File: config.mk
export PLATFORM = sky130hd
export DESIGN_NAME = mmu_result_deskew_flat
export DESIGN_NICKNAME = d
export VERILOG_FILES = /design/src/rtl/mmu_result_deskew_if.sv /design/src/rtl/mmu_result_deskew.sv /design/src/flat_wrapper.sv
export SDC_FILE = /design/constraint.sdc
export NUM_CORES = 1
export LEC_CHECK = 0
export ABC_AREA = 1
export CORE_MARGIN = 5
export CORE_UTILIZATION = 40
export DETAILED_ROUTE_END_ITERATION = 10
export PLACE_DENSITY = 0.65
export SKIP_LAST_GASP = 1
export SYNTH_ARGS = -nofsm -noshare
export SYNTH_HDL_FRONTEND = slang
export SYNTH_SLANG_ARGS = --single-unit
File: constraint.sdc
create_clock -name clk -period 15.85 [get_ports clk]
set_input_delay 3.17 -clock clk [delete_from_list [all_inputs] [get_ports clk]]
set_output_delay 3.17 -clock clk [all_outputs]
set_load 0.02 [all_outputs]
File: src/rtl/mmu_result_deskew_if.sv
// Row-result bus of the MMU output collector: the skewed column streams going
// in and the realigned row (raw accumulators plus clamped pixels) coming out.
interface mmu_result_deskew_if #(
    parameter int ACC_W = 24
);
    logic                 in_valid;
    logic [ACC_W-1:0]     col0_in;
    logic [ACC_W-1:0]     col1_in;
    logic [ACC_W-1:0]     col2_in;
    logic [ACC_W-1:0]     col3_in;
    logic                 res_valid;
    logic                 res_ready;
    logic [4*ACC_W-1:0]   res_acc;
    logic [31:0]          res_pix;

    // Array side plus row consumer.
    modport master (
        output in_valid, col0_in, col1_in, col2_in, col3_in, res_ready,
        input  res_valid, res_acc, res_pix
    );

    // Deskew block.
    modport slave (
        input  in_valid, col0_in, col1_in, col2_in, col3_in, res_ready,
        output res_valid, res_acc, res_pix
    );
endinterface

File: src/rtl/mmu_result_deskew.sv
// Realigns the time-skewed bottom-row outputs of the 4x4 systolic array into
// complete rows, buffers them in a small FIFO and presents each row as raw
// accumulators plus a shifted, 8-bit-clamped pixel word.
module mmu_result_deskew #(
    parameter int ACC_W      = 24,
    parameter int FIFO_DEPTH = 4,
    parameter int SHIFT      = 0
) (
    input  logic               clk,
    input  logic               rst_n,
    input  logic               flush,
    mmu_result_deskew_if.slave bus,
    output logic [15:0]        row_cnt,
    output logic               overflow
);
    localparam int NUM_COLS = 4;
    localparam int PW       = $clog2(FIFO_DEPTH);
    localparam int CW       = $clog2(FIFO_DEPTH + 1);

    typedef logic [NUM_COLS-1:0][ACC_W-1:0] row_t;

    // vld_pipe[k] marks a row token whose column k is on the inputs this cycle;
    // stage 0 is in_valid itself, so the four stages span t..t+3.
    logic [3:1]            vld_pipe;
    logic [2:0][ACC_W-1:0] c0_d;
    logic [1:0][ACC_W-1:0] c1_d;
    logic [ACC_W-1:0]      c2_d;
    row_t                  row_asm;
    row_t                  head;
    row_t                  fifo_mem [FIFO_DEPTH];
    logic [PW-1:0]         wr_ptr;
    logic [PW-1:0]         rd_ptr;
    logic [CW-1:0]         occ;
    logic                  row_done;
    logic                  full;
    logic                  do_pop;
    logic                  do_push;

    // Advance row tokens; flush drops everything in flight.
    always_ff @(posedge clk or negedge rst_n) begin
        if (!rst_n)     vld_pipe <= '0;
        else if (flush) vld_pipe <= '0;
        else            vld_pipe <= {vld_pipe[2:1], bus.in_valid};
    end

    // Capture each column only in its own slot so idle-cycle junk never enters.
    always_ff @(posedge clk or negedge rst_n) begin
        if (!rst_n) begin
            c0_d <= '0;
            c1_d <= '0;
            c2_d <= '0;
        end else begin
            if (bus.in_valid) c0_d[0] <= bus.col0_in;
            if (vld_pipe[1]) begin
                c0_d[1] <= c0_d[0];
                c1_d[0] <= bus.col1_in;
            end
            if (vld_pipe[2]) begin
                c0_d[2] <= c0_d[1];
                c1_d[1] <= c1_d[0];
                c2_d    <= bus.col2_in;
            end
        end
    end

    // Column 3 arrives last and joins the delayed columns directly.
    always_comb begin
        row_asm    = '0;
        row_asm[0] = c0_d[2];
        row_asm[1] = c1_d[1];
        row_asm[2] = c2_d;
        row_asm[3] = bus.col3_in;
    end

    assign row_done = vld_pipe[3];
    assign full     = (occ == CW'(FIFO_DEPTH));
    assign do_pop   = !flush && bus.res_valid && bus.res_ready;
    // A full FIFO still takes the row when the head leaves in the same edge.
    assign do_push  = !flush && row_done && (!full || do_pop);

    // Row storage; contents need no reset since the head is gated by occupancy.
    always_ff @(posedge clk) begin
        if (do_push) fifo_mem[wr_ptr] <= row_asm;
    end

    // Pointers, occupancy, accepted-row count and sticky drop flag.
    always_ff @(posedge clk or negedge rst_n) begin
        if (!rst_n) begin
            wr_ptr   <= '0;
            rd_ptr   <= '0;
            occ      <= '0;
            row_cnt  <= '0;
            overflow <= 1'b0;
        end else if (flush) begin
            wr_ptr   <= '0;
            rd_ptr   <= '0;
            occ      <= '0;
            row_cnt  <= '0;
            overflow <= 1'b0;
        end else begin
            if (do_push) begin
                wr_ptr  <= wr_ptr + 1'b1;
                row_cnt <= row_cnt + 16'd1;
            end
            if (do_pop) rd_ptr <= rd_ptr + 1'b1;
            if (do_push && !do_pop)      occ <= occ + 1'b1;
            else if (!do_push && do_pop) occ <= occ - 1'b1;
            if (row_done && !do_push) overflow <= 1'b1;
        end
    end

    assign bus.res_valid = (occ != '0);
    assign head          = bus.res_valid ? fifo_mem[rd_ptr] : '0;
    assign bus.res_acc   = head;

    // Unsigned brightness scaling and saturation to one byte per column.
    for (genvar j = 0; j < NUM_COLS; j++) begin : g_clamp
        logic [ACC_W-1:0] shifted;
        assign shifted = head[j] >> SHIFT;
        assign bus.res_pix[8*j +: 8] = (|shifted[ACC_W-1:8]) ? 8'hFF : shifted[7:0];
    end
endmodule
File: src/flat_wrapper.sv
// flat-port wrapper written by rule: the top's interface ports become plain ports
module mmu_result_deskew_flat 
#(
    parameter int ACC_W      = 24,
    parameter int FIFO_DEPTH = 4,
    parameter int SHIFT      = 0
)
  (clk, rst_n, flush, row_cnt, overflow, bus_in_valid, bus_col0_in, bus_col1_in, bus_col2_in, bus_col3_in, bus_res_ready, bus_res_valid, bus_res_acc, bus_res_pix);
  mmu_result_deskew_if #(.ACC_W(ACC_W)) bus_i ();
  input  logic clk;
  input  logic rst_n;
  input  logic flush;
  output logic [15:0] row_cnt;
  output logic overflow;
  input wire logic [$bits(bus_i.in_valid)-1:0] bus_in_valid;
  input wire logic [$bits(bus_i.col0_in)-1:0] bus_col0_in;
  input wire logic [$bits(bus_i.col1_in)-1:0] bus_col1_in;
  input wire logic [$bits(bus_i.col2_in)-1:0] bus_col2_in;
  input wire logic [$bits(bus_i.col3_in)-1:0] bus_col3_in;
  input wire logic [$bits(bus_i.res_ready)-1:0] bus_res_ready;
  output wire logic [$bits(bus_i.res_valid)-1:0] bus_res_valid;
  output wire logic [$bits(bus_i.res_acc)-1:0] bus_res_acc;
  output wire logic [$bits(bus_i.res_pix)-1:0] bus_res_pix;
  assign bus_i.in_valid = bus_in_valid;
  assign bus_i.col0_in = bus_col0_in;
  assign bus_i.col1_in = bus_col1_in;
  assign bus_i.col2_in = bus_col2_in;
  assign bus_i.col3_in = bus_col3_in;
  assign bus_i.res_ready = bus_res_ready;
  assign bus_res_valid = bus_i.res_valid;
  assign bus_res_acc = bus_i.res_acc;
  assign bus_res_pix = bus_i.res_pix;
  mmu_result_deskew #(.ACC_W(ACC_W), .FIFO_DEPTH(FIFO_DEPTH), .SHIFT(SHIFT)) u_core (.clk(clk), .rst_n(rst_n), .flush(flush), .bus(bus_i), .row_cnt(row_cnt), .overflow(overflow));
endmodule
# Word level (Yosys, flattened, before mapping)
# Memories as Yosys holds them, arrays and structs flattened.
# Index checks and enable logic that the tools add are counted.
[classes] add_sub_neg=5 eq_ne=1 muxes=19 n_reduce_logical=21
[op_table] cell="$mux 96" count=1
[op_table] cell="$reduce_or 16->1" count=4
[op_table] cell="$mux 16" count=2
[op_table] cell="$mux 8" count=4
[op_table] cell="$add 16x1->16 const B" count=1
[op_table] cell="$mux 3" count=4
[op_table] cell="$mux 2" count=4
[op_table] cell="$logic_and 1x1->1" count=7
[op_table] cell="$reduce_bool 2->1" count=3
[op_table] cell="$reduce_bool 3->1" count=2
[op_table] cell="$add 2x1->2 const B" count=2
[op_table] cell="$logic_not 1->1" count=4
[op_table] cell="$mux 1" count=4
[op_table] cell="$add 3x1->3 const B" count=1
[op_table] cell="$eq 3x3->1 const B" count=1
[op_table] cell="$sub 3x1->3 const B" count=1
[op_table] cell="$logic_or 1x1->1" count=1
[word_totals] regBits=171 mem_bits_rw=384 inputBits=101 wordCells=59 n_memories=1
[memory_table] memory="u_core.fifo_mem" words=4 width=96 read_ports=1 rd_clocked_by_memory_dff=0 write_ports=1 line_no="mmu_result_deskew.sv:30" rtl="row_t fifo_mem [FIFO_DEPTH];"

# Longest topological paths before layout
# Gate-level depths: netlist (run 1).
[depth] word_depth=10 ltp_mapped=13 mapped_depth_nobuf=12

# Worst setup path before layout (run 1)
# Ideal clock, no wire load.
[synth_path] path_type="input-to-reg" from="in flush" to="mem u_core.fifo_mem[0][0] (netlist name) (enable)" arrival_ns=7.657 path_slack_ns=7.641 cell_stages=6 path_buffers=1 cell_sequence="inv_1 buf_2 nand2_1 nand4_1 nand2_2 nor2_1"
[synth_via] elab_chain_cells=7
[synth_lines] element="start: declaration" line_no="flat_wrapper.sv:12" rtl="input logic flush;"
[synth_lines] element="$logic_not 1->1 (*)" line_no="mmu_result_deskew.sv:77, mmu_result_deskew.sv:79"
[synth_lines] element="$logic_and 1x1->1 (2 in series)" line_no="mmu_result_deskew.sv:77" rtl="assign do_pop = !flush && bus.res_valid && bus.res_ready;"
[synth_lines] element="$logic_or 1x1->1" line_no="mmu_result_deskew.sv:79" rtl="assign do_push = !flush && row_done && (!full || do_pop);"
[synth_lines] element="$logic_and 1x1->1 (*)" line_no="mmu_result_deskew.sv:79"
[synth_lines] element="$mux 1 (*)" line_no="mmu_result_deskew.sv:83" rtl="if (do_push) fifo_mem[wr_ptr] <= row_asm;"
[synth_lines] element="$mux 1 (implied by the code) (*)" line_no="mmu_result_deskew.sv:83"
[synth_lines] element="end: declaration" line_no="mmu_result_deskew.sv:30"
# Every way passes the cells marked *; elsewhere a longest branch is shown, timed or not.

# Worst setup path in the final report (run 1)
[layout_path] from="reg u_core.rd_ptr[0]" to="out bus_res_pix[4]"
[layout_via] elab_chain_cells=4
[layout_lines] element="start: declaration" line_no="mmu_result_deskew.sv:32" rtl="logic [PW-1:0] rd_ptr;"
[layout_lines] element="start signal: assignment" line_no="mmu_result_deskew.sv:105" rtl="if (do_pop) rd_ptr <= rd_ptr + 1'b1;"
[layout_lines] element="$mem_v2 4x96 (*)"
[layout_lines] element="$mux 96 (*)" line_no="mmu_result_deskew.sv:113" rtl="assign head = bus.res_valid ? fifo_mem[rd_ptr] : '0;"
[layout_lines] element="$reduce_or 16->1" line_no="mmu_result_deskew.sv:120" rtl="assign bus.res_pix[8*j +: 8] = (|shifted[ACC_W-1:8]) ? 8'hFF : shifted[7:0];"
[layout_lines] element="$mux 8 (*)" line_no="mmu_result_deskew.sv:120"
[layout_lines] element="end: declaration" line_no="flat_wrapper.sv:23" rtl="output wire logic [$bits(bus_i.res_pix)-1:0] bus_res_pix;"
# Marks and branches as above.

==> impl_metrics.ini, run 1 <==
[logic_synthesis]
seq_area_frac_synth_pct = 68.1
syn_nets = 2459
ys_seq_elements = 555
synth_area_leaders = edfxtp_1 (50%), dfrtp_1 (18%), nand2_1 (13%), inv_1 (5.8%), o21ai_0 (4.0%)
yosys_warnings = 0
synth.avg_cell_area_um2 = 9.87
netlist_instances = 2352
synth_area_leader_cell = edfxtp_1
synth_cell_types = 27
yosysTopAreaCellShare_pct = 49.7
syn-cell-area_um2 = 23200

[worst_setup_path]
reg2reg_to = u_core.fifo_mem[3][53]
cp.required_ns = 12.68
critPathKind = reg -> out
r2r_cells = 5
cp.arrival_ns = 4.52
path_max_fanout = 101
endpoint_kind = primary output
r2r-start = u_core.occ[0]
r2r_slack_ns = 12.79
critPathLaunchType = flop

[sta]
period_minus_slack_ns = 7.69
final_hold_viol_count = 0
clock.fmax_mhz = 130
period_share_pct = 48.5
tns_ns = 0
finalSetupViolations = 0
drv_slew = 0
worst_pin_slew_ns = 1.17
rsz0062_at_grt = no
relSlewSlack_pct = 21.9
clock_skew_ns = 0.0177

[pwr]
p_sw_share_pct = 33.7
power.share.combinational_pct = 30.4
clockPowerShare_pct = 30.9
p_switching_mw = 1.52
p_int_mw = 2.98
powerDensity_nw_per_um2 = 159
leakage_nw = 12.4
pwr-share-seq_pct = 38.6
ir_drop_mv = 0.0984

[floorplan]
die_h_um = 251
fp-row-count = 88
boundaryPins = 247
die-area_um2 = 62900
die_w_um = 251
fp.coreArea_um2 = 57600
initial_core_util_pct = 40.3

[placed_design]
place_area_um2 = 26300
gp_congestion = 0.791
hpwl_um = 35600
io_buffers = 246

[global_routing]
grt_max_degree = 114
grt_use_met2_pct = 30.6
grt_busiest_layer = met2
grt_overflow = 0
track_usage_pct = 18.2
antenna_found_initial = 2
met3_usage_pct = 3.13
grt_pass1_wl_um = 91500
grt_pass1_vias = 16276
gr-usage-met1_pct = 24.1

[clock_tree]
cts_setup_buffers = 0
clock-sinks = 555
cts_tree = built
htree_levels = 2
cts_resized = 0
cts_buffer_depth = 3
path_clk_slew_ns = 0.06
cts_root_buffer = clkbuf_16
numCtsBuffers = 55
hold_buffers = 0
clkLatencyLatePin_ns = 0.60

[cells_and_area]
drive_gt1_share_pct = 5.02
fin_nets = 2673
area_delta_synth_final_pct = 22.0
finalInstanceArea_um2 = 28300
post-route-util_pct = 49.2

[drt]
route.detailed.drc = 0
drt-total-wl_um = 58600
routed-via-count = 16237
drt_first_pass_iters = 5
route.antenna.remaining_nets = 0
drtIter0Drc = 1150
wl_per_cell_um = 17.3
drt-vias-per-instance = 4.81

[job]
cap_violations = 0

[hold_path]
holdCritPathClass = reg -> reg
min_path_cells = 2
worstHoldStart = u_core.c0_d[18]
min_delay_worst_endpoint = u_core.c0_d[18]

[run_status]
status = complete, no violations
[how the worst max path moves through the flow]
stage                     startpoint                endpoint  slack, ns  depth (start not counted)
floorplan                      flush   u_core.fifo_mem[0][0]       7.64                          6
finish              u_core.rd_ptr[0]          bus_res_pix[4]       8.16                         12
CTS                 u_core.rd_ptr[0]          bus_res_pix[4]       8.09                         12
detailed placement  u_core.rd_ptr[0]          bus_res_pix[4]       8.75                         12
global placement               flush  u_core.fifo_mem[3][52]       8.82                          7
global route        u_core.rd_ptr[0]          bus_res_pix[6]       7.83                         12
[routing by layer]
metal  part of all wire, %  wire length (µm)  vias to the layer above
li1                      -                 -                     7883
met1                    44             25500                     7811
met2                    48             28100                      437
met3                   5.3              3100                      106
met4                   3.2              1870                        0
met5                     0                 0                        -
[power by group through the flow]
stage | Clock [mW] | Combinational, mW | Sequential [mW]
global placement | 0 | 1.37 | 1.76
floorplan | 0 | 0.796 | 1.72
finish | 1.39 | 1.37 | 1.74
CTS | 1.42 | 1.39 | 1.74
global route | 1.48 | 1.50 | 1.75
detailed placement | 0 | 1.38 | 1.76
[placed cells by master (no fill, tap or decap), types with 2 or more instances in the layout]
cell type	n
dfrtp_2	2
nor2_4	8
inv_1	359
clkbuf_1	5
inv_6	2
clkinv_1	4
clkinvlp_4	3
bufinv_16	9
nand4_1	15
ha_1	5
clkbuf_8	10
a31oi_1	3
edfxtp_1	384
dfrtp_1	167
clkinv_2	13
o21ai_0	185
nor2_1	161
inv_4	3
nand2_1	790
buf_4	18
dfrtp_4	2
diode_2	3
a21oi_1	39
nand3_1	104
clkbuf_16	57
clkdlybuf4s50_1	245
nor3_1	8
[cells by family after synthesis]
family          after synthesis  synth area share, %
compound gates              228                 4.94
buf+inv                     471                 7.92
fa+ha+maj                     6                0.356
xor+xnor                      2               0.0755
simple gates               1090                 18.6
flops                       555                 68.1
[sequential cells by signal, summed over array words and instances (netlist names)]
signal           flops
u_core.vld_pipe      3
u_core.fifo_mem    384
u_core.c1_d         48
u_core.c0_d         72
u_core.row_cnt      16
u_core.c2_d         24
u_core.occ           3
u_core.wr_ptr        2
u_core.rd_ptr        2
u_core.overflow      1
[synthesized netlist by cell type, drive strengths merged]
library cell	n
a211oi	1
nand2	792
xnor2	1
nand3b	1
clkbuf	48
dfrtp	171
inv	363
buf	59
ha	5
edfxtp	384
nand4	15
and3	1
a31oi	3
fa	1
clkinv	1
nor2	169
o21ai	185
nand3	104
nor3	8
a21oi	39
xor2	1
[cell type report]
type	instances	area, µm²
Tap cell	765	957
Timing Repair Buffer	264	2600
Clock inverter	31	393
Multi-Input combinational cell	1326	5590
Fill cell	5163	29300
Clock buffer	71	1570
Sequential cell	555	15800
Antenna cell	3	7.51
Inverter	364	1380
[metrics by stage]
| step | hold slack [ns] | cells | total power, mW | worst slack, ns |
|---|---|---|---|---|
| global route | 0.499 | 3377 | 4.72 | 7.83 |
| global placement | 0.453 | 3274 | 3.13 | 8.82 |
| CTS | 0.478 | 3376 | 4.55 | 8.09 |
| finish | 0.475 | 3379 | 4.50 | 8.16 |
| detailed placement | 0.462 | 3274 | 3.15 | 8.75 |
| floorplan | 0.442 | 2352 | 2.51 | 7.64 |
[critical path, stage by stage (launching register included)]
cell and delay (ns):
dfrtp_4 0.43, buf_4 0.78, buf_4 0.92, nand2_1 0.12
nand3_1 0.12, nand2_1 0.06, nand2_1 0.08, nand2_1 0.09
nor2_1 0.11, nand2_1 0.10, nor2_4 0.29, nand2_1 0.10
clkdlybuf4s50_1 0.57
Power figures use the tool's default switching activity.
==> run 2: changes to the inputs <==
--- a/config.mk
+++ b/config.mk
@@ -9,7 +9,7 @@
 export CORE_MARGIN = 5
 export CORE_UTILIZATION = 40
 export DETAILED_ROUTE_END_ITERATION = 10
-export PLACE_DENSITY = 0.65
+export PLACE_DENSITY = 0.67
 export SKIP_LAST_GASP = 1
 export SYNTH_ARGS = -nofsm -noshare
 export SYNTH_HDL_FRONTEND = slang
==> constraint.sdc (replaced) <==
create_clock -name clk -period 6.7 [get_ports clk]
set_input_delay 1.34 -clock clk [delete_from_list [all_inputs] [get_ports clk]]
set_output_delay 1.34 -clock clk [all_outputs]
set_load 0.02 [all_outputs]
==> run 2 against run 1 <==
Clock skew up 0.0078 ns. Sequential share of layout area fell by 0.061 points. Non-clock buffer count is 2 higher. Critical path type unchanged. Largest power group unchanged. Highest routed layer unchanged.
==> impl_metrics.ini, run 2 (synthesis results as in run 1) <==
[cells_and_area]
biggestRegsByFlops = u_core.fifo_mem: 384 flops, u_core.c0_d: 72 flops, u_core.c1_d: 48 flops
largest_reg_flops = 384
post-route-util_pct = 49.2
fin_nets = 2675
area_delta_synth_final_pct = 22.1
mostFrequentLayoutCells = nand2_1 (790), edfxtp_1 (384), inv_1 (359), clkdlybuf4s50_1 (245), o21ai_0 (185)
regMostFlops = u_core.fifo_mem
fill_cells = 5105
drive_gt1_share_pct = 4.89
final_common_cell = nand2_1

[placed_design]
io_buffers = 246
gp_congestion = 0.798
hpwl_um = 35100

[worst_setup_path]
path_buf_inv = 3
cpPeakStageDelay_ns = 0.94
r2r_slack_ns = 3.89
cp.required_ns = 5.36
reg2reg_to = u_core.occ[2]
r2r-start = u_core.occ[1]
critPathSlowestCell = inv_6
endpoint_kind = primary output
critPathMostFrequentCell = nand2_1
critPathLaunchType = flop
r2r_cells = 11
cp_top_family = buffers and inverters
path_max_fanout = 151
crit_chain = inv_6 > buf_4 > nand2_1 > nand3_1 > nand2_1 > nand2_1 > nand2_1 > nor2_1 > nand2_1 > nor2_4 > nand2_1 > clkdlybuf4s50_1
critPathKind = reg -> out
cp.arrival_ns = 4.42

[sta]
finalSetupViolations = 0
clock_skew_ns = 0.0255
period_share_pct = 86.0
rsz0062_at_grt = no
final_hold_viol_count = 0
drv_slew = 0
clock.fmax_mhz = 173
tns_ns = 0
relSlewSlack_pct = 22.4
period_minus_slack_ns = 5.76
hold-worst-slack_ns = 0.474
worst_pin_slew_ns = 1.16

[floorplan]
fp.coreArea_um2 = 57600
boundaryPins = 247
die-area_um2 = 62900
initial_core_util_pct = 40.3
die_w_um = 251
die_h_um = 251
fp-row-count = 88

[drt]
drtIter0Drc = 1158
drt_first_pass_iters = 5
drt-vias-per-instance = 4.77
routed-via-count = 16126
route.detailed.drc = 0
drt-total-wl_um = 57400
wl_per_cell_um = 17.0
route.antenna.remaining_nets = 0

[global_routing]
grt_overflow = 0
grt_pass1_wl_um = 89600
track_usage_pct = 17.8
antenna_found_initial = 2
grt_max_degree = 152
grt_pass1_vias = 16064

[pwr]
p_int_mw = 6.98
leakage_nw = 12.4
powerDensity_nw_per_um2 = 371
p_sw_share_pct = 33.6
p_switching_mw = 3.54
power.share.combinational_pct = 30.5
pwr-share-seq_pct = 39.1
ir_drop_mv = 0.219
clockPowerShare_pct = 30.4

[clock_tree]
cts_resized = 0
htree_levels = 2
clock-sinks = 555
hold_buffers = 0
path_clk_slew_ns = 0.06
cts_buffer_depth = 3
numCtsBuffers = 55
cts_root_buffer = clkbuf_16
cts_setup_buffers = 0
cts_tree = built
clkLatencyLatePin_ns = 0.61

[hold_path]
holdCritPathClass = reg -> reg
worstHoldStart = u_core.c0_d[24]
min_path_cells = 2
min_delay_worst_endpoint = u_core.c0_d[48]

[job]
cap_violations = 0

[run_status]
status = complete, no violations
[run 2: power by group through the flow]
stage / sequential (mW) / clock [mW] / combinational, mW
2_1_floorplan: 4.06 / 0 / 1.88
3_5_place_dp: 4.17 / 0 / 3.24
4_1_cts: 4.10 / 3.26 / 3.26
3_3_place_gp: 4.16 / 0 / 3.21
5_1_grt: 4.13 / 3.40 / 3.52
6_report: 4.11 / 3.19 / 3.21
[run 2: worst max path at each step]
stage | start | to | slack, ns | depth (start not counted)
2_1_floorplan | flush | u_core.fifo_mem[0][0] | 0.32 | 6
3_3_place_gp | u_core.rd_ptr[0] | bus_res_pix[5] | 1.63 | 12
3_5_place_dp | u_core.rd_ptr[0] | bus_res_pix[1] | 1.59 | 12
4_1_cts | u_core.rd_ptr[0] | bus_res_pix[1] | 0.94 | 12
5_1_grt | u_core.rd_ptr[0] | bus_res_pix[1] | 0.58 | 12
6_report | u_core.rd_ptr[0] | bus_res_pix[1] | 0.94 | 12
[run 2: final cells by class]
| cell class | count | area [µm²] | share of cell area, % |
|---|---|---|---|
| inverters | 364 | 1380 | 4.86 |
| clock buffers | 77 | 1620 | 5.72 |
| repair buffers | 266 | 2670 | 9.41 |
| diodes | 2 | 5.00 | 0.0177 |
| clock inverters | 27 | 309 | 1.09 |
| well taps | 765 | 957 | 3.38 |
| flip-flops and latches | 555 | 15800 | 55.8 |
| multi-input cells | 1326 | 5590 | 19.7 |
[run 2: metrics by stage]
step / power [mW] / setup WS [ns] / instance area [µm²] / cells
CTS: 10.6 / 0.937 / 28300 / 3380
global placement: 7.37 / 1.63 / 26400 / 3276
floorplan: 5.95 / 0.321 / 23200 / 2352
detailed placement: 7.42 / 1.59 / 26400 / 3276
global route: 11.1 / 0.578 / 28300 / 3382
finish: 10.5 / 0.936 / 28300 / 3382
[run 2: per-layer routing]
metal / share of wire [%] / vias to the layer above / wire length (µm) / track usage (%)
met1: 43 / 7682 / 24600 / 24.0
met4: 2.6 / 0 / 1500 / 5.32
met5: 0 / - / 0 / 0
met3: 6.3 / 86 / 3620 / 3.24
li1: - / 7882 / - / -
met2: 48 / 476 / 27700 / 29.8
[run 2: worst reg2reg max path, stage by stage, from the launching register on]
cell	delay, ns
dfrtp_1	0.36
inv_1	0.08
nand3b_1	0.08
buf_4	0.68
nand3_1	0.36
nand2_4	0.18
inv_1	0.08
fa_1	0.44
xnor2_1	0.19
xor2_1	0.17
nand2_1	0.07
nand2_1	0.06
==> run 3: changes to the inputs <==
--- a/config.mk
+++ b/config.mk
@@ -6,8 +6,10 @@
 export NUM_CORES = 1
 export LEC_CHECK = 0
 export ABC_AREA = 1
+export CORE_ASPECT_RATIO = 1.1
 export CORE_MARGIN = 5
 export CORE_UTILIZATION = 40
+export CTS_BUF_LIST = sky130_fd_sc_hd__clkbuf_2 sky130_fd_sc_hd__clkbuf_4 sky130_fd_sc_hd__clkbuf_8
 export DETAILED_ROUTE_END_ITERATION = 10
 export PLACE_DENSITY = 0.67
 export SKIP_LAST_GASP = 1
==> run 3 against run 2 <==
Critical path type unchanged. Wire length rose by 2.2%. Power fell by 3.8%. Via count rose by 0.86%. First-iteration DRC count rose by 17%. Clock power fell by 13%. Setup slack improved by 0.42 ns. Maximum frequency rose by 7.9%. Register-to-register slack got worse by 0.04 ns. Cell count rose by 1.1%. Die area barely moved. Critical path depth rose by 1.
==> impl_metrics.ini, run 3 (synthesis results as in run 1) <==
[worst_setup_path]
critPathLaunchType = flop
reg2reg_to = u_core.occ[2]
cp_top_family = buffers and inverters
cp.arrival_ns = 4.00
critPathSlowestCell = inv_6
critPathKind = reg -> out
r2r_cells = 11
crit_chain = inv_6 > buf_4 > nand2_1 > nand2_1 > nand2_1 > o21ai_0 > nand2_1 > nand2_1 > nor2_1 > nand2_1 > nor2_4 > nand2_1 > clkdlybuf4s50_1
cp.required_ns = 5.36
r2r_slack_ns = 3.85
endpoint_kind = primary output
critPathMostFrequentCell = nand2_1
r2r-start = u_core.occ[0]
path_max_fanout = 159
path_buf_inv = 3
cpPeakStageDelay_ns = 0.79

[clock_tree]
cts_setup_buffers = 0
numCtsBuffers = 85
cts_root_buffer = clkbuf_8
cts_tree = built
cts_buffer_depth = 3
clkLatencyLatePin_ns = 0.67
hold_buffers = 0
path_clk_slew_ns = 0.06
htree_levels = 3
cts_resized = 0
clock-sinks = 555

[placed_design]
gp_congestion = 0.815
io_buffers = 246
hpwl_um = 36300

[hold_path]
min_delay_worst_endpoint = u_core.c0_d[20]
holdCritPathClass = reg -> reg
min_path_cells = 2
worstHoldStart = u_core.c0_d[20]

[pwr]
p_int_mw = 6.56
clockPowerShare_pct = 27.3
power.share.combinational_pct = 32.3
ir_drop_mv = 0.184
p_sw_share_pct = 35.1
powerDensity_nw_per_um2 = 360
leakage_nw = 12.3
p_switching_mw = 3.55
pwr-share-seq_pct = 40.4
p_total_mw = 10.1

[sta]
rsz0062_at_grt = no
clock.fmax_mhz = 187
tns_ns = 0
clock_skew_ns = 0.0253
drv_slew = 0
period_minus_slack_ns = 5.34
worst_pin_slew_ns = 1.22
final_hold_viol_count = 0
relSlewSlack_pct = 18.4
finalSetupViolations = 0
period_share_pct = 79.7

[global_routing]
grt_overflow = 0
grt_pass1_wl_um = 91000
antenna_found_initial = 2
grt_pass1_vias = 16426
track_usage_pct = 18.4
grt_max_degree = 193

[drt]
drtIter0Drc = 1354
drt_first_pass_iters = 5
route.detailed.drc = 0
drt-total-wl_um = 58700
drt-vias-per-instance = 4.76
route.antenna.remaining_nets = 0
wl_per_cell_um = 17.2
routed-via-count = 16264

[floorplan]
die-area_um2 = 63000
fp-row-count = 92
boundaryPins = 247
initial_core_util_pct = 40.4
fp.coreArea_um2 = 57400
die_w_um = 240
die_h_um = 263

[cells_and_area]
fin_nets = 2704
drive_gt1_share_pct = 6.75
regMostFlops = u_core.fifo_mem
biggestRegsByFlops = u_core.fifo_mem: 384 flops, u_core.c0_d: 72 flops, u_core.c1_d: 48 flops
fill_cells = 5134
mostFrequentLayoutCells = nand2_1 (790), edfxtp_1 (384), inv_1 (359), clkdlybuf4s50_1 (245), o21ai_0 (185)
area_delta_synth_final_pct = 21.1
largest_reg_flops = 384
final_common_cell = nand2_1

[job]
cap_violations = 0

[run_status]
status = complete, no violations
run 3: cell count changes in the layout (fill, tap and decap cells not counted), sizes merged:
cell / before / now
buf: 20 / 19
inv: 364 / 365
clkinv: 17 / 22
clkbuf: 78 / 132
clkinvlp: 4 / 2
bufinv: 6 / 0
run 3: cell type report:
class	count	area (µm²)	area share, %
inverter	364	1380	4.89
sequential	555	15800	56.3
timing repair buffer	265	2680	9.55
tap	752	941	3.35
multi-input combinational	1326	5590	19.9
clock buffer	131	1580	5.61
antenna	2	5.00	0.0178
clock inverter	25	120	0.427
run 3: how the worst max path moves through the flow:
stage	from	to	slack, ns	depth (start not counted)
floorplan	flush	u_core.fifo_mem[0][0]	0.32	6
global placement	u_core.rd_ptr[0]	bus_res_pix[5]	2.14	13
detailed placement	u_core.rd_ptr[0]	bus_res_pix[5]	2.05	13
CTS	u_core.rd_ptr[0]	bus_res_pix[5]	1.31	13
global route	u_core.rd_ptr[0]	bus_res_pix[2]	0.98	13
finish	u_core.rd_ptr[0]	bus_res_pix[5]	1.36	13
run 3: per-stage QoR:
step | utilization, % | hold slack [ns] | worst slack (ns) | instance area (µm²) | std cells
6_report | 49.0 | 0.474 | 1.36 | 28100 | 3420
3_3_place_gp | 46.0 | 0.455 | 2.14 | 26400 | 3262
4_1_cts | 48.9 | 0.477 | 1.31 | 28100 | 3418
2_1_floorplan | - | 0.442 | 0.321 | 23200 | 2352
3_5_place_dp | 46.0 | 0.461 | 2.05 | 26400 | 3262
5_1_grt | 48.9 | 0.491 | 0.981 | 28100 | 3419
run 3: worst reg2reg max path: stages (launching register included):
cell and delay, ns:
dfrtp_1 0.36, inv_1 0.10, nand3b_1 0.11, buf_4 0.67, nand3_1 0.35, nand2_4 0.18, inv_1 0.08, fa_1 0.44
xnor2_1 0.21, xor2_1 0.18, nand2_1 0.06, nand2_1 0.06
run 3: power by group through the flow:
stage | registers [mW] | clock network (mW) | logic (mW)
2_1_floorplan | 4.06 | 0 | 1.88
3_3_place_gp | 4.13 | 0 | 3.26
3_5_place_dp | 4.15 | 0 | 3.30
4_1_cts | 4.08 | 2.83 | 3.31
5_1_grt | 4.11 | 2.98 | 3.57
6_report | 4.09 | 2.77 | 3.26
run 3: routing by layer:
layer | GRT usage, % | vias to the layer above | part of all wire, %
met5 | 0 | - | 0
met3 | 3.89 | 85 | 6.2
li1 | - | 7957 | -
met2 | 31.9 | 459 | 50
met1 | 23.0 | 7763 | 41
met4 | 6.09 | 0 | 2.6
==> RTL edit, RTL diff (settings of run 3) <==
`ACC_W` is set to 24 in 3 places; all go to 32.
--- a/src/rtl/mmu_result_deskew_if.sv
+++ b/src/rtl/mmu_result_deskew_if.sv
@@ -2,5 +2,5 @@
 // in and the realigned row (raw accumulators plus clamped pixels) coming out.
 interface mmu_result_deskew_if #(
-    parameter int ACC_W = 24
+    parameter int ACC_W = 32
 );
     logic                 in_valid;
--- a/src/rtl/mmu_result_deskew.sv
+++ b/src/rtl/mmu_result_deskew.sv
@@ -3,5 +3,5 @@
 // accumulators plus a shifted, 8-bit-clamped pixel word.
 module mmu_result_deskew #(
-    parameter int ACC_W      = 24,
+    parameter int ACC_W      = 32,
     parameter int FIFO_DEPTH = 4,
     parameter int SHIFT      = 0
--- a/src/flat_wrapper.sv
+++ b/src/flat_wrapper.sv
@@ -2,5 +2,5 @@
 module mmu_result_deskew_flat 
 #(
-    parameter int ACC_W      = 24,
+    parameter int ACC_W      = 32,
     parameter int FIFO_DEPTH = 4,
     parameter int SHIFT      = 0
Interface: changed (5 resized); port bits go from 247 to 311. The function was not compared with the original's and may differ.
==> RTL edit against run 3 <==
- total power rose by 28%
- clock power increased by 37%
- utilization is 0.48 points lower
- non-clock buffer count increased by 72
- wire length increased by 30%
- final area is 31% higher
- worst setup slack lost 0.43 ns
- critical path depth decreased by 4
- sequential cell count up 176
- register-to-register slack got worse by 0.02 ns
- via count grew 27%
- synthesized area grew 31%
- count of clock-buffer cells in the layout up 35
- critical path type unchanged
- highest routed layer is now met5
==> RTL edit: results (changes against run 3) <==
| Metric | Value |
|---|---|
| Synthesized net count | 3122 (was 2459) |
| Slowest stage delay, CP | 1.00 ns (was 0.79 ns) |
| EDFF count, synth | 512 (was 384) |
| GP Congestion | 0.778 (was 0.815) |
| Clk_lat worst skew | 0.73 ns (was 0.67 ns) |
| Met1 Use GR | 23.4% (was 23.0%) |
| Power Combinational | 3.72 mW (was 3.26 mW) |
| Global-route usage over all layers | 18.4% (about the same) |
| CTS Buf Count | 114 (was 85) |
| Hold Crit Start | u_core.c0_d[14] (was u_core.c0_d[20]) |
| Dpl hpwl | 46800 um (was 36300 um) |
| Top post-synthesis cells by area | edfxtp_1 (51%), dfrtp_1 (18%), nand2_1 (12%) (was edfxtp_1 (50%), dfrtp_1 (18%), nand2_1 (13%)) |
| Max VDD drop | 0.172 mV (was 0.184 mV) |
| DP Area | 0.0343 mm2 (was 0.0264 mm2) |
| Max FO, Critical Path | 163 (was 159) |
| Vias per inst | 4.67 (was 4.76) |
| Met2 wire length | 39000 um (was 29300 um) |
| Metal1 wirelength | 31500 um (was 24200 um) |
| Warnings from Yosys | 0 (unchanged) |
| Synth unique cells | 29 (was 27) |
| Top routing layer in use | met5 (was met4) |
| Fillers | 6822 (was 5134) |
| Global-route met3 utilization | 2.95% (was 3.89%) |
| Top flop regs | u_core.fifo_mem (512), u_core.c0_d (96), u_core.c1_d (64) (was u_core.fifo_mem (384), u_core.c0_d (72), u_core.c1_d (48)) |
| Vias in the first global route | 20318 (was 16426) |
| First-pass GRT wire length | 117000 um (was 91000 um) |
| Fin Clk Skew | 0.0481 ns (was 0.0253 ns) |
| Sequential Power | 5.39 mW (was 4.09 mW) |
| Leakage power | 15.7 nW (was 12.3 nW) |
| Status | finished, final reports clean (unchanged) |
| Drt wl/cell | 17.2 um (about the same) |
| Register area share after synthesis | 68.6% (was 68.1%) |
| Post-Place Worst Slack | 1.60 ns (was 2.05 ns) |
| Layout cells sized above 1 | 7.43% (was 6.75%) |
| Largest net degree at the start of global routing | 164 (was 193) |
| Initial antenna violation count | 5 (was 2) |
| Top cells by count, synth | nand2_1 (952), edfxtp_1 (512), inv_1 (370) (was nand2_1 (790), edfxtp_1 (384), inv_1 (360)) |
| Primary FF master, synth | edfxtp_1 (unchanged) |
| DR WL met3 | 3830 um (was 3620 um) |
| Max stage delay cell, worst path | dfrtp_4 (was inv_6) |
| Worst Path Arrival | 4.44 ns (was 4.00 ns) |
| P_int | 8.51 mW (was 6.56 mW) |
| I/O Buffers | 310 (was 246) |
| Met2 Track Usage GR | 32.1% (was 31.9%) |
| DRT antenna net count | 0 (unchanged) |
| Asr flop ratio synth | 30.0% (was 30.8%) |
| Actual slew at the worst max-slew pin | 1.06 ns (was 1.22 ns) |
| R2R Setup Slk | 3.83 ns (was 3.85 ns) |
| WHS Endpoint | u_core.c0_d[46] (was u_core.c0_d[20]) |
| # nets final | 3430 (was 2704) |
| Reg-to-Reg Start | u_core.occ[1] (was u_core.occ[0]) |
RTL edit: cell families (layout without fill, tap and decap cells):
group	after synthesis	count (layout)	share of synthesized area, %
AO/OA/AOI/OAI	353	353	5.84
XOR/XNOR	2	2	0.0577
adder cells (fa/ha/maj)	6	6	0.272
buffers and inverters	522	931	7.43
flip-flops	731	731	68.6
other	0	4	0
AND/OR/NAND/NOR	1369	1369	17.8
RTL edit: area by class of cell:
cell class / instances / area [um2] / area share [%]
multi-input cells: 1730 / 7310 / 19.9
inverters: 377 / 1430 / 3.89
diodes: 4 / 10.0 / 0.0273
clock buffers: 166 / 2040 / 5.56
repair buffers: 337 / 3420 / 9.33
flip-flops and latches: 731 / 20900 / 56.8
well taps: 1026 / 1280 / 3.50
clock inverters: 51 / 348 / 0.948
RTL edit: per-stage QoR:
step	cells	util, %
6_report	4422	48.5
3_3_place_gp	4201	45.3
4_1_cts	4418	48.5
3_5_place_dp	4201	45.3
2_1_floorplan	2983	-
5_1_grt	4422	48.5
RTL edit: how the worst max path moves through the flow:
| stage | from | end | slack (ns) | depth (start not counted) |
|---|---|---|---|---|
| 2_1_floorplan | flush | u_core.fifo_mem[0][0] | -1.16 | 7 |
| 5_1_grt | u_core.rd_ptr[0] | bus_res_pix[4] | 0.51 | 9 |
| 3_5_place_dp | u_core.rd_ptr[0] | bus_res_pix[1] | 1.60 | 9 |
| 4_1_cts | u_core.rd_ptr[0] | bus_res_pix[5] | 0.74 | 9 |
| 3_3_place_gp | u_core.rd_ptr[0] | bus_res_pix[0] | 1.65 | 9 |
| 6_report | u_core.rd_ptr[0] | bus_res_pix[5] | 0.92 | 9 |
